[config.mk]
export PLATFORM = sky130hd
export DESIGN_NAME = mole_generator_rng
export DESIGN_NICKNAME = d
export VERILOG_FILES = /design/src/rtl/mole_generator_rng.sv
export SDC_FILE = /design/constraint.sdc
export NUM_CORES = 1
export LEC_CHECK = 0
export ABC_AREA = 1
export CAP_MARGIN = 10
export CORE_MARGIN = 3
export CORE_UTILIZATION = 55
export CTS_CLUSTER_SIZE = 28
export DETAILED_ROUTE_END_ITERATION = 12
export GPL_ROUTABILITY_DRIVEN = 0
export GPL_TIMING_DRIVEN = 1
export PLACE_DENSITY = 0.82
export SYNTH_ARGS = -nofsm -noshare
export SYNTH_HDL_FRONTEND = slang
export SYNTH_SLANG_ARGS = --single-unit
export TNS_END_PERCENT = 10
[constraint.sdc]
create_clock -name clk -period 18.45 [get_ports clk]
set_input_delay 2.7675 -clock clk [delete_from_list [all_inputs] [get_ports clk]]
set_output_delay 2.7675 -clock clk [all_outputs]
set_load 0.005 [all_outputs]
[src/rtl/mole_generator_rng.sv]
// ----------------------------------------------------------------------------
// mole_generator_rng
//   Picks three distinct holes (0..17) on each rising edge of the slow game
//   tick. The picks are drawn from a free-running 16-bit Galois LFSR.
//
//   Ports:
//     clk            in   system clock
//     rst_n          in   asynchronous active-low reset
//     mole_clk       in   slow game tick (level, asynchronous to clk)
//     mole_positions out  18-bit hole mask, one bit per occupied hole
//     mole_position1 out  hole index of mole 1 (31 = none)
//     mole_position2 out  hole index of mole 2 (31 = none)
//     mole_position3 out  hole index of mole 3 (31 = none)
//
//   Build option:
//     MOLE_GEN_NO_REPEAT_EN  when defined, a new set never reuses a hole from
//                            the previous set.
// ----------------------------------------------------------------------------
module mole_generator_rng (
    input  logic        clk,
    input  logic        rst_n,
    input  logic        mole_clk,
    output logic [17:0] mole_positions,
    output logic [4:0]  mole_position1,
    output logic [4:0]  mole_position2,
    output logic [4:0]  mole_position3
);

    localparam logic [15:0] LFSR_SEED = 16'hACE1;
    localparam logic [15:0] LFSR_TAPS = 16'hB400;
    localparam logic [4:0]  NONE      = 5'd31;

    logic [15:0] lfsr_q, lfsr_d;
    logic        s1_q, s2_q, s3_q;
    logic        tick;
    logic [4:0]  pos1_q, pos2_q, pos3_q;
    logic [17:0] mask_q;
    logic [4:0]  c1, c2, c3;
    logic [4:0]  pv1, pv2, pv3;
    logic [4:0]  p1, p2, p3;
    logic [17:0] mask_d;

    function automatic logic [4:0] mod18(input logic [7:0] v);
        return 5'(v % 8'd18);
    endfunction

    function automatic logic [4:0] inc18(input logic [4:0] v);
        return (v == 5'd17) ? 5'd0 : v + 5'd1;
    endfunction

    // Bump the candidate until it hits none of the five excluded holes.
    // Five exclusions can never need more than five steps; once the value is
    // free, further iterations leave it alone. NONE (31) never matches.
    function automatic logic [4:0] resolve(input logic [4:0] c,
                                           input logic [4:0] x0, input logic [4:0] x1,
                                           input logic [4:0] x2, input logic [4:0] x3,
                                           input logic [4:0] x4);
        logic [4:0] v;
        v = c;
        for (int i = 0; i < 5; i++) begin
            if (v == x0 || v == x1 || v == x2 || v == x3 || v == x4)
                v = inc18(v);
        end
        return v;
    endfunction

    // Galois LFSR, runs every cycle.
    assign lfsr_d = {1'b0, lfsr_q[15:1]} ^ (lfsr_q[0] ? LFSR_TAPS : 16'h0);

    // s3 holds last s2 so a long high level yields a single tick.
    assign tick = s2_q & ~s3_q;

    assign c1 = mod18(lfsr_q[7:0]);
    assign c2 = mod18(lfsr_q[15:8]);
    assign c3 = mod18(lfsr_q[11:4]);

`ifdef MOLE_GEN_NO_REPEAT_EN
    assign pv1 = pos1_q;
    assign pv2 = pos2_q;
    assign pv3 = pos3_q;
`else
    assign pv1 = NONE;
    assign pv2 = NONE;
    assign pv3 = NONE;
`endif

    assign p1 = resolve(c1, NONE, NONE, pv1, pv2, pv3);
    assign p2 = resolve(c2, p1,   NONE, pv1, pv2, pv3);
    assign p3 = resolve(c3, p1,   p2,   pv1, pv2, pv3);

    assign mask_d = (18'd1 << p1) | (18'd1 << p2) | (18'd1 << p3);

    always_ff @(posedge clk or negedge rst_n) begin
        if (!rst_n) begin
            lfsr_q <= LFSR_SEED;
            s1_q   <= 1'b0;
            s2_q   <= 1'b0;
            s3_q   <= 1'b0;
            pos1_q <= NONE;
            pos2_q <= NONE;
            pos3_q <= NONE;
            mask_q <= 18'h0;
        end else begin
            lfsr_q <= lfsr_d;
            s1_q   <= mole_clk;
            s2_q   <= s1_q;
            s3_q   <= s2_q;
            if (tick) begin
                pos1_q <= p1;
                pos2_q <= p2;
                pos3_q <= p3;
                mask_q <= mask_d;
            end
        end
    end

    assign mole_positions = mask_q;
    assign mole_position1 = pos1_q;
    assign mole_position2 = pos2_q;
    assign mole_position3 = pos3_q;

endmodule

==> results.cfg <==
[sta]
clock_skew_ns = 0.00918
setup_viol = 0
relSlewSlack_pct = 26.1
tns_ns = 0
period_minus_slack_ns = 16.80
tightest_slew_ns = 1.10
fin_crit_sh_pct = 91.1
fmax_ghz = 0.0595
final_hold_viol_count = 0
worst_slack_ns = 1.65
slew_violations = 0

[cells_and_area]
fin_nets = 1413
n_fill_cell = 1379
stdcell_area_um2 = 9700
diodes = 0
layout_common_cells = 303 x nand2_1, 161 x nand3_1, 141 x inv_1, 108 x nand2_2, 104 x nor2_1
final_layout_size_suffix_gt1_share_pct = 27.7
final_common_cell = nand2_1
syn_to_final_growth_pct = 10.6
utilization_pct = 62.9

[critical_path]
r2r_end = mole_positions[0]
cp_common_cell = nand2_1
r2r-start = lfsr_q[5]
slowest_delay_ns = 0.60
start_kind = flip-flop
critPathCaptureType = flip-flop
cp.required_ns = 18.67
crit_path_top_delay_cell = dfstp_2
ff2ff_setup_slack_ns = 1.65
path_class = flip-flop to flip-flop
arrival_ns = 17.03
reg2regPathDepth = 131
crit_fanout = 13

[synthesis]
synth-warning-count = 0
yosys.area_share.simple_pct = 56.4
synth_xor_area_share_pct = 4.39
avgSynthCellArea_um2 = 6.68
synth_mux_area_share_pct = 0
synth-seq-cells = 52
synth_compound_area_share_pct = 7.09
yosys.area.top_type_share_pct = 13.1
synth_top_family_by_area = simple AND/OR/NAND/NOR gates
yosysTopAreaCell = nand2_1
synthAdderAreaFrac_pct = 6.28
ys_types = 61
ys_seq_area_share_pct = 15.2
synthCells = 1312
yosys-top-cells-area = nand2_1 13%, nand3_1 9.4%, dfrtp_1 8.3%
synth_nets = 1359
netlist_area_um2 = 8770

[route]
avgRoutedWirePerCell_um = 14.1
drt_wl_total_um = 22200
vias = 8693
drtAntennaViolNets = 0
vias_per_cell = 5.51
firstDrtPassIters = 9
drt_iter0_markers = 573
drc = 0

[global_route]
antenna_found_initial = 0
grt_pass1_wl_um = 36800
grt_max_degree = 53
grt_pass1_vias = 8026
grt_usage_pct = 24.2
grt_overflow = 0

[clocking]
htree_levels = 2
clkTransAtPathRegs_ns = 0.07
insertion_delay_ns = 0.30
clock-sinks = 52
cts_root_buffer = clkbuf_16
cts_tree = built
numCtsBuffers = 5
hold_buffers = 0
cts_buffer_depth = 2

[floorplan]
start_util_pct = 56.8
die_h_um = 132
die_area_um2 = 17500
ios = 36
num_rows = 45
die_w_um = 132
coreArea_um2 = 15400

[hold_path]
hold_end = s2_q
worstHoldStart = s1_q
hold_path_class = flip-flop to flip-flop
hold_depth = 0

[flow_run]
maxCapViolations = 0

[place]
dpl-instance-area_um2 = 9230
pre_cts_ws_ns = 0.0335
io_buffers = 35
hpwl_um = 16600

[power]
leakage_nw = 4.94
ir_drop_mv = 0.0352
power_density_nw_per_um2 = 24.8

[status]
status = completed
==> area by class of cell <==
class                      instances  area, um^2  share of cell area [%]
clock buffer                       6         139                    1.43
clock inverter                     2        13.8                   0.142
inverter                         179         719                    7.42
multi-input combinational       1060        6630                    68.3
sequential                        52        1330                    13.7
tap                              211         264                    2.72
timing repair buffer              68         606                    6.24
==> worst max-delay path: cells and delay by family, from the launching register on <==
family,cells,cell delay (ns)
AO/OA/AOI/OAI,3,0.46
buffers and inverters,15,1.68
AND/OR/NAND/NOR,89,8.93
adder cells (fa/ha/maj),22,4.57
flip-flops,1,0.60
XOR/XNOR,2,0.42
==> where the power goes <==
| part | total (mW) | leakage, nW | internal, mW | switching (mW) |
|---|---|---|---|---|
| logic | 0.0203 | 4.27 | 0.0103 | 0.0100 |
| clock network | 0.0986 | 0.0772 | 0.0544 | 0.0442 |
| registers | 0.122 | 0.594 | 0.119 | 0.00265 |
==> metrics by stage <==
| step | hold slack, ns | cells | total power [mW] |
|---|---|---|---|
| after floorplan | 0.331 | 1312 | 0.131 |
| after global placement | 0.332 | 1548 | 0.144 |
| after detailed placement | 0.337 | 1548 | 0.144 |
| after CTS | 0.363 | 1556 | 0.242 |
| after global routing | 0.382 | 1578 | 0.249 |
| final | 0.361 | 1578 | 0.241 |
==> cells by family (layout without fill, tap and decap cells) <==
kind of cell             Yosys count  after routing
flip-flops                        52             52
AND/OR/NAND/NOR                  888            888
XOR/XNOR                          38             38
adder cells (fa/ha/maj)           44             44
AO/OA/AOI/OAI                     90             90
buffers and inverters            200            255
==> cell usage after synthesis (all sizes together) <==
| cell type | number |
|---|---|
| nand3b | 5 |
| bufinv | 2 |
| buf | 9 |
| clkbuf | 12 |
| a22o | 1 |
| and2 | 1 |
| a221oi | 5 |
| a2111oi | 1 |
| nand2 | 466 |
| nor3 | 17 |
| nor4 | 1 |
| o21ai | 38 |
| a21oi | 24 |
| nand4 | 50 |
| ha | 44 |
| nor2 | 138 |
| a221o | 3 |
| a31oi | 1 |
| o221a | 1 |
| a22oi | 2 |
| o21bai | 2 |
| a21boi | 3 |
| dfstp | 23 |
| nand3 | 202 |
| a31o | 1 |
| xnor2 | 4 |
| or2 | 8 |
| inv | 172 |
| xor2 | 34 |
| o311ai | 1 |
| dfrtp | 29 |
| a211oi | 2 |
| clkinv | 5 |
| o211ai | 1 |
| o31ai | 2 |
| o22ai | 2 |
==> state kept, by name (all words and copies together) (netlist names) <==
name / flops
lfsr_q: 16
mole_position1: 5
mole_position3: 5
s2_q: 1
mole_position2: 5
mole_positions: 18
s3_q: 1
s1_q: 1
==> metal layers <==
layer	wire [um]	vias up	track usage, %
met5	0	-	0
li1	-	4363	-
met4	539	0	7.22
met3	1370	58	2.82
met2	10600	292	40.3
met1	9680	3980	33.2
==> worst max path at each step <==
stage / from / endpoint / cells after the start
after floorplan: lfsr_q[5] / mole_positions[0] / 136
after global routing: lfsr_q[5] / mole_positions[14] / 132
after detailed placement: lfsr_q[4] / mole_positions[17] / 129
after global placement: lfsr_q[4] / mole_positions[17] / 129
after CTS: lfsr_q[5] / mole_positions[0] / 129
final: lfsr_q[5] / mole_positions[0] / 131
==> timing repair <==
action / 4_1_cts / 5_1_grt
gates cloned: 0 / 0
buffers inserted: 0 / 22
resized for setup: 1 / 36
pin swaps: 0 / 13
endpoints found under the setup margin: 3 / 23
Note: power is estimated with default switching activity, not from simulation.
